<file path="src/rtl/lif_neuron_param.sv">
// Integrate-and-fire hidden neuron: weight RAM lookup, saturating membrane, refractory FSM, held spike/ack.
// Optional membrane leak on timer_en is compiled in when LIF_LEAK_EN is defined.
module lif_neuron_param #(
  parameter int W_BIT      = 8,
  parameter int V_BIT      = 12,
  parameter int ADDR_BIT   = 8,
  parameter int THETA      = 320,
  parameter int REFRACTORY = 0,
  parameter int LEAK_SHIFT = 4
) (
  input  logic                       clk,
  input  logic                       resetn,
  input  logic                       spike_in,
  input  logic [ADDR_BIT-1:0]        addr_in,
  input  logic                       timer_en,
  input  logic                       w_wr_en,
  input  logic [ADDR_BIT-1:0]        w_wr_addr,
  input  logic signed [W_BIT-1:0]    w_wr_data,
  input  logic                       ack_in,
  output logic                       spike_out,
  output logic                       spike_lost,
  output logic signed [V_BIT-1:0]    vmem
);

  if (!(V_BIT > W_BIT && V_BIT <= 16) || REFRACTORY < 0 || REFRACTORY > 15 ||
      LEAK_SHIFT < 0 || LEAK_SHIFT >= V_BIT) begin : g_bad_param
    $error("lif_neuron_param: illegal parameter combination");
  end

  typedef enum logic [0:0] {
    S_INTEG   = 1'b0,
    S_REFRACT = 1'b1
  } state_t;

  localparam logic signed [V_BIT-1:0] L_THETA = V_BIT'(THETA);
  localparam logic signed [V_BIT+1:0] L_VMAX  = (V_BIT+2)'((1 <<< (V_BIT-1)) - 1);
  localparam logic signed [V_BIT+1:0] L_VMIN  = (V_BIT+2)'(-(1 <<< (V_BIT-1)));
  localparam logic [3:0]              L_REF   = 4'(REFRACTORY);

  function automatic logic signed [V_BIT+1:0] sext_v(input logic signed [V_BIT-1:0] x);
    return {{2{x[V_BIT-1]}}, x};
  endfunction

  function automatic logic signed [V_BIT+1:0] sext_w(input logic signed [W_BIT-1:0] x);
    return {{(V_BIT+2-W_BIT){x[W_BIT-1]}}, x};
  endfunction

  function automatic logic signed [V_BIT-1:0] sat_v(input logic signed [V_BIT+1:0] s);
    if (s > L_VMAX)      return L_VMAX[V_BIT-1:0];
    else if (s < L_VMIN) return L_VMIN[V_BIT-1:0];
    else                 return s[V_BIT-1:0];
  endfunction

  logic signed [W_BIT-1:0]  r_mem [2**ADDR_BIT];
  logic [ADDR_BIT-1:0]      r_addr_p0;
  logic                     r_vld_p0;
  logic signed [W_BIT-1:0]  r_w_p1;
  logic                     r_vld_p1;
  logic signed [V_BIT-1:0]  r_vmem;
  logic                     r_spike;
  logic                     r_lost;
  logic [3:0]               r_ref_cnt;
  state_t                   r_state;

  logic                     w_fire;
  logic                     w_upd;
  logic signed [V_BIT+1:0]  w_w_ext;
  logic signed [V_BIT+1:0]  w_leak_ext;
  logic signed [V_BIT-1:0]  w_vmem_nxt;

  // Stage p0: capture event; stage p1: synchronous weight read (old data on same-address write)
  always_ff @(posedge clk) begin
    if (w_wr_en) r_mem[w_wr_addr] <= w_wr_data;
    r_addr_p0 <= addr_in;
    r_w_p1    <= r_mem[r_addr_p0];
  end

  assign w_fire  = (r_state == S_INTEG) && (r_vmem > L_THETA);
  assign w_w_ext = r_vld_p1 ? sext_w(r_w_p1) : '0;

`ifdef LIF_LEAK_EN
  logic signed [V_BIT-1:0] w_leak_v;
  assign w_leak_v   = r_vmem >>> LEAK_SHIFT;
  assign w_leak_ext = timer_en ? sext_v(w_leak_v) : '0;
  assign w_upd      = r_vld_p1 || timer_en;
`else
  assign w_leak_ext = '0;
  assign w_upd      = r_vld_p1;
`endif

  assign w_vmem_nxt = sat_v(sext_v(r_vmem) + w_w_ext - w_leak_ext);

  // Stage p2: membrane update, fire decision on the registered membrane, handshake, refractory
  always_ff @(posedge clk) begin
    if (!resetn) begin
      r_vld_p0  <= 1'b0;
      r_vld_p1  <= 1'b0;
      r_vmem    <= '0;
      r_spike   <= 1'b0;
      r_lost    <= 1'b0;
      r_ref_cnt <= '0;
      r_state   <= S_INTEG;
    end else begin
      r_vld_p0 <= spike_in;
      r_vld_p1 <= r_vld_p0;

      if (w_fire) begin
        r_spike <= 1'b1;
        if (r_spike && !ack_in) r_lost <= 1'b1;
      end else if (ack_in) begin
        r_spike <= 1'b0;
      end

      case (r_state)
        S_INTEG: begin
          if (w_fire) begin
            r_vmem    <= '0;
            r_ref_cnt <= L_REF;
            if (L_REF != 4'd0) r_state <= S_REFRACT;
          end else if (w_upd) begin
            r_vmem <= w_vmem_nxt;
          end
        end
        S_REFRACT: begin
          r_vmem <= '0;
          if (timer_en) begin
            if (r_ref_cnt == 4'd1) begin
              r_ref_cnt <= '0;
              r_state   <= S_INTEG;
            end else begin
              r_ref_cnt <= r_ref_cnt - 4'd1;
            end
          end
        end
        default: r_state <= S_INTEG;
      endcase
    end
  end

  assign spike_out  = r_spike;
  assign spike_lost = r_lost;
  assign vmem       = r_vmem;

endmodule

</file>
<file path="config.mk">
export PLATFORM = sky130hd
export DESIGN_NAME = lif_neuron_param
export DESIGN_NICKNAME = d
export VERILOG_FILES = /design/src/rtl/lif_neuron_param.sv
export SDC_FILE = /design/constraint.sdc
export NUM_CORES = 2
export LEC_CHECK = 0
export ABC_CLOCK_PERIOD_IN_PS = 4030
export CORE_MARGIN = 2
export CORE_UTILIZATION = 35
export CTS_CLUSTER_SIZE = 24
export DETAILED_ROUTE_END_ITERATION = 10
export PLACE_DENSITY_LB_ADDON = 0.15
export SLEW_MARGIN = 20
export SYNTH_ARGS = -nofsm -noshare
export SYNTH_HDL_FRONTEND = slang
export SYNTH_SLANG_ARGS = --single-unit
</file>
<file path="constraint.sdc">
create_clock -name clk -period 4.03 [get_ports clk]
set_input_delay 0.6045 -clock clk [delete_from_list [all_inputs] [get_ports clk]]
set_output_delay 0.6045 -clock clk [all_outputs]
set_load 0.02 [all_outputs]
</file>
## Yosys cells after proc, flatten, opt, wreduce, memory -nomap -nowiden

Memories as Yosys holds them, arrays and structs flattened. A register that Yosys moved wholly into a read port is not among the register bits.
Index checks and enable logic that the tools add are counted.

- Bits of input ports: 30
- Memories kept: 1
- Memory bits (writable): 2048
- Register bits: 29

Memory list:

| name | depth | width | read ports | clocked after Yosys merged registers in | wr ports | line | RTL |
|---|---|---|---|---|---|---|---|
| r_mem | 256 | 8 | 1 | 1 | 1 | 54 | `logic signed [W_BIT-1:0] r_mem [2**ADDR_BIT];` |

- Magnitude comparators: 3
- Reductions and logical operators: 7
- Add/sub/neg operators: 2
- Muxes and demuxes: 16
- Equal/unequal tests: 4
- Bitwise logic cells: 1

Operators with widths:

| cell | count |
|---|---|
| 2-to-1 mux 12 bit | 4 |
| one-hot mux 12 bit (2 select lines) | 1 |
| adder 12 x 14 -> 14 bit | 1 |
| > comparator 14 x 12 -> 1 bit, second input constant | 1 |
| < comparator 14 x 12 -> 1 bit, second input constant | 1 |
| 2-to-1 mux 14 bit | 1 |
| > comparator 12 x 10 -> 1 bit, second input constant | 1 |
| 2-to-1 mux 4 bit | 3 |
| one-hot mux 4 bit (2 select lines) | 1 |
| 2-to-1 mux 1 bit | 6 |
| AND reduction 2 bit | 3 |
| equality test 4 x 1 -> 1 bit, second input constant | 1 |
| inequality test 2 bit, second input constant | 2 |
| subtractor 4 x 1 -> 4 bit, second input constant | 1 |
| inequality test 3 bit, second input constant | 1 |
| logical AND 1 bit | 2 |
| nonzero test 2 bit | 1 |
| zero test 1 bit | 1 |
| inverter 1 bit | 1 |

## Logic depth before layout (Yosys ltp)

- Word-level depth: 8
- Gate-level depth with buffers: 14

## Least setup slack after synthesis

No wires, ideal clock.

- Kind: register to register
- Start point: register r_vld_p1
- End point: register r_vmem[6], in the netlist vmem[6]
- Slack: 1.047 ns
- Buffers on the path: 2
- Cell stages (with the launch flop): 15
- Setup time: 0.130 ns
- Arrival: 2.854 ns
- Required time: 3.900 ns
- Cells stage by stage: dfxtp_1 buf_2 clkbuf_1 and2_1 ha_1 inv_1 fa_1 nand2b_1 a21oi_1 o41ai_2 and3_1 o22ai_1 o21ai_2 nand3_1 o32ai_1

- Longest elaborated chain between the ends: 8

RTL lines:

| element | line | RTL |
|---|---|---|
| start, declared | 58 | `logic r_vld_p1;` |
| start signal, assigned | 105 | `r_vld_p1 <= r_vld_p0;` |
| 2-to-1 mux 14 bit | 79 | `assign w_w_ext = r_vld_p1 ? sext_w(r_w_p1) : '0;` |
| adder 12 x 14 -> 14 bit | 91 | `assign w_vmem_nxt = sat_v(sext_v(r_vmem) + w_w_ext - w_leak_ext);` |
| < comparator 14 x 12 -> 1 bit | 50 | `else if (s < L_VMIN) return L_VMIN[V_BIT-1:0];` |
| 2-to-1 mux 12 bit | 50 |  |
| 2-to-1 mux 12 bit | 49 | `if (s > L_VMAX) return L_VMAX[V_BIT-1:0];` |
| 2-to-1 mux 12 bit | 120 | `end else if (w_upd) begin` |
| 2-to-1 mux 12 bit | 116 | `if (w_fire) begin` |
| one-hot mux 12 bit (2 select lines) | 114 | `case (r_state)` |
| end signal, assigned | 121 | `r_vmem <= w_vmem_nxt;` |
| end, declared | 59 | `logic signed [V_BIT-1:0] r_vmem;` |

Several ways; a longest one is shown, not always the timed one. The select of a mux whose other input is x is not followed.
A chain may end at the register's enable or synchronous reset.

==> qor.yml <==
netlist_area_mm2: 0.08117
slowest_delay_ps: 850
status: "finished, final reports clean"
synth_top_area_share_pct: 75.77
tritoncts: "yes"
critPathKind: "register to register"
hold_path_class: "primary input to register"
r2r_setup_slack_ps: 250
synth.distinct_cells: 52
worst_pin_slew_ps: 1030
final_common_cell: "edfxtp_1"
rows: 176
yosysSeqAreaShare_pct: 76.68
finClkSkew_ps: 57.13
antenna_found_initial: 11
max_freq_mhz: 264.3
cp_max_fo: 9
die_w_um: 485.6
cts_buffers: 216
cap_violations: 0
finalSetupTns_ps: 0
cts-root-buf: "clkbuf_16"
path_buf_inv: 1
die_h_um: 485.6
place_inst: 6944
r2r_start: "r_addr_p0[6]"
grt_max_degree: 145
p_leak_nw: 30.07
crit_required_ps: 4750
grt_pass1_wl_um: 305800
min_from: "addr_in[1]"
drc_errors: 0
synth_top_area_cell: "edfxtp_1"
cts_max_level: 4
start_kind: "register"
slew_headroom_pct: 31.35
numPortBuffers: 43
finalCriticalPeriod_ps: 3784
power_w: 0.04574
ant_nets: 0
die-area_mm2: 0.2358
final_nets: 4176
ys_seq_elements: 2085
syn_nets: 3677
cts.path.max_buffers: 3
initial_core_util_pct: 35.24
register_area_mm2: 0.06226
routed-via-count: 38610
period_share_pct: 93.89
area_delta_synth_final_pct: 17.29
rr_endpoint: "r_w_p1[0]"
synth_area_leaders: "edfxtp_1 76%, mux4_2 17%, nor2_1 1.4%"
critical_path.top_delay_family: "simple AND/OR/NAND/NOR gates"
final_cell_mix: "2048 x edfxtp_1, 608 x mux4_2, 398 x buf_4"
reg2reg_depth: 8
cts_hold_buf: 0
cp-end-kind: "register"
hold_ws_ps: 181.5
boundaryPins: 44
cp_slowest_cell: "nor2b_1"
drt_iter0_drc: 3569
post-cts-setup-buffers: 0
cts_resized: 0
critPathArrivalTime_ps: 4510
postSynth.asyncResetShare_pct: 0
dpl.hpwl_um: 133400
viasPerCell: 5.251
avgSynthCellArea_um2: 22.32
fillers: 20160
synth-edff-count: 2048
p_per_area_mw_per_mm2: 480.4
clock_sinks: 2085
cts.reportedPaths.clkPinSlew_ps: 60
multi_input_area_mm2: 0.01782
gp_congestion: 0.7929
maxSlewViolCount: 0
final_cells: 7353
rsz0062_at_grt: "no"
groute.usage.overall_pct: 18.05
yosys_warnings: 0
hold_path_depth: 1
grt_overflow_total: 0
layout-drive-gt1-share_pct: 32.03
synth_cells: 3637
synth_flop_cell: "edfxtp_1"
finalHoldViolCount: 0
setup_violations: 0
core_area_mm2: 0.2303
clock_latency_ps: 850
wl_per_cell_um: 29.06
first_pass_iters: 5
ir_drop_mv: 0.3878
grt_pass1_vias: 40050
wirelength_um: 213700
worstPathCellList: "nor2b_1, nand2_1, nor2_1, a22oi_1, nand3_1, a2111oi_1, buf_4, and3_1"
min_to: "r_addr_p0[1]"
[worst register-to-register path: stages, from the launching register on]
cell       delay (ps)
dfxtp_1           750
nor2b_1           870
nand2_1           210
nor2_1            730
a22oi_1           260
nand3_1           280
a2111oi_1         130
buf_4             250
and3_1            180
[layout make-up]
type	instances	share of cell area, %
timing repair buffer	486	4.579
multi-input combinational	1336	18.72
clock inverter	123	1.210
inverter	11	0.04337
tap	3026	3.977
antenna	3	0.007886
sequential	2085	65.40
clock buffer	283	6.059
[worst max path at each step]
stage,start,endpoint,slack (ps),cells after the start
floorplan,r_vld_p1,vmem[6],1050,14
global placement,w_wr_addr[2],r_mem[114][1],310,6
detailed placement,w_wr_addr[2],r_mem[114][1],350,6
CTS,r_addr_p0[6],r_w_p1[0],340,8
global route,r_addr_p0[6],r_w_p1[0],140,8
finish,r_addr_p0[6],r_w_p1[0],250,8
[layer usage]
| metal | GRT usage, % | up-vias | routed length (um) |
|---|---|---|---|
| met2 | 29.70 | 929 | 104500 |
| met5 | 0 | - | 0 |
| met4 | 3.653 | 0 | 3568 |
| met3 | 2.951 | 233 | 10780 |
| li1 | - | 16320 | - |
| met1 | 25.45 | 21130 | 94780 |
[synth_stat cells, drive strengths merged (2+ instances only)]
cell	n
nand2b	7
o21bai	3
mux2i	90
nor3	6
o22ai	14
a21oi	23
nor3b	5
clkbuf	85
o22a	2
o21ai	11
a21boi	2
a2111oi	8
or3b	2
a211oi	18
and2	9
nand2	77
a22oi	24
nor4	4
ha	9
nand3b	3
mux4	608
nand3	45
inv	11
nand4	12
edfxtp	2048
a31oi	5
and3	12
dfxtp	37
buf	120
xnor2	3
nor2	292
xor2	3
nor2b	26
[where the power goes]
group          leakage, nW  switching (W)  internal (W)
Clock                 3.39        0.00846        0.0111
Combinational         7.97        0.00134      0.000915
Sequential            18.7      0.0000987        0.0239
Total                 30.1        0.00990        0.0358
[cell families (layout without fill, tap and decap cells)]
kind of cell / after synthesis / after routing / synth area share, %
other: 0 / 3 / 0
adder cells (fa/ha/maj): 10 / 10 / 0.1634
AND/OR/NAND/NOR: 505 / 505 / 2.707
AO/OA/AOI/OAI: 117 / 117 / 0.9897
XOR/XNOR: 6 / 6 / 0.06476
buffers and inverters: 216 / 903 / 1.414
flip-flops: 2085 / 2085 / 76.68
multiplexers: 698 / 698 / 17.98
[flip-flops by register name, summed over array words and instances, names as in the netlist]
signal / flops
r_addr_p0: 8
r_mem: 2048
r_ref_cnt: 4
r_state: 1
r_vld_p0: 1
r_vld_p1: 1
r_w_p1: 8
spike_lost: 1
spike_out: 1
vmem: 12
[through the flow]
step | setup slack, ps | area, um^2 | util (%)
floorplan | 1047 | 81170 | -
global placement | 313.1 | 88270 | 38.32
detailed placement | 351.2 | 88270 | 38.32
CTS | 343.8 | 95190 | 41.33
global route | 138.3 | 95200 | 41.33
finish | 246.1 | 95200 | 41.33
No activity file was read; power rests on OpenSTA's default activity.
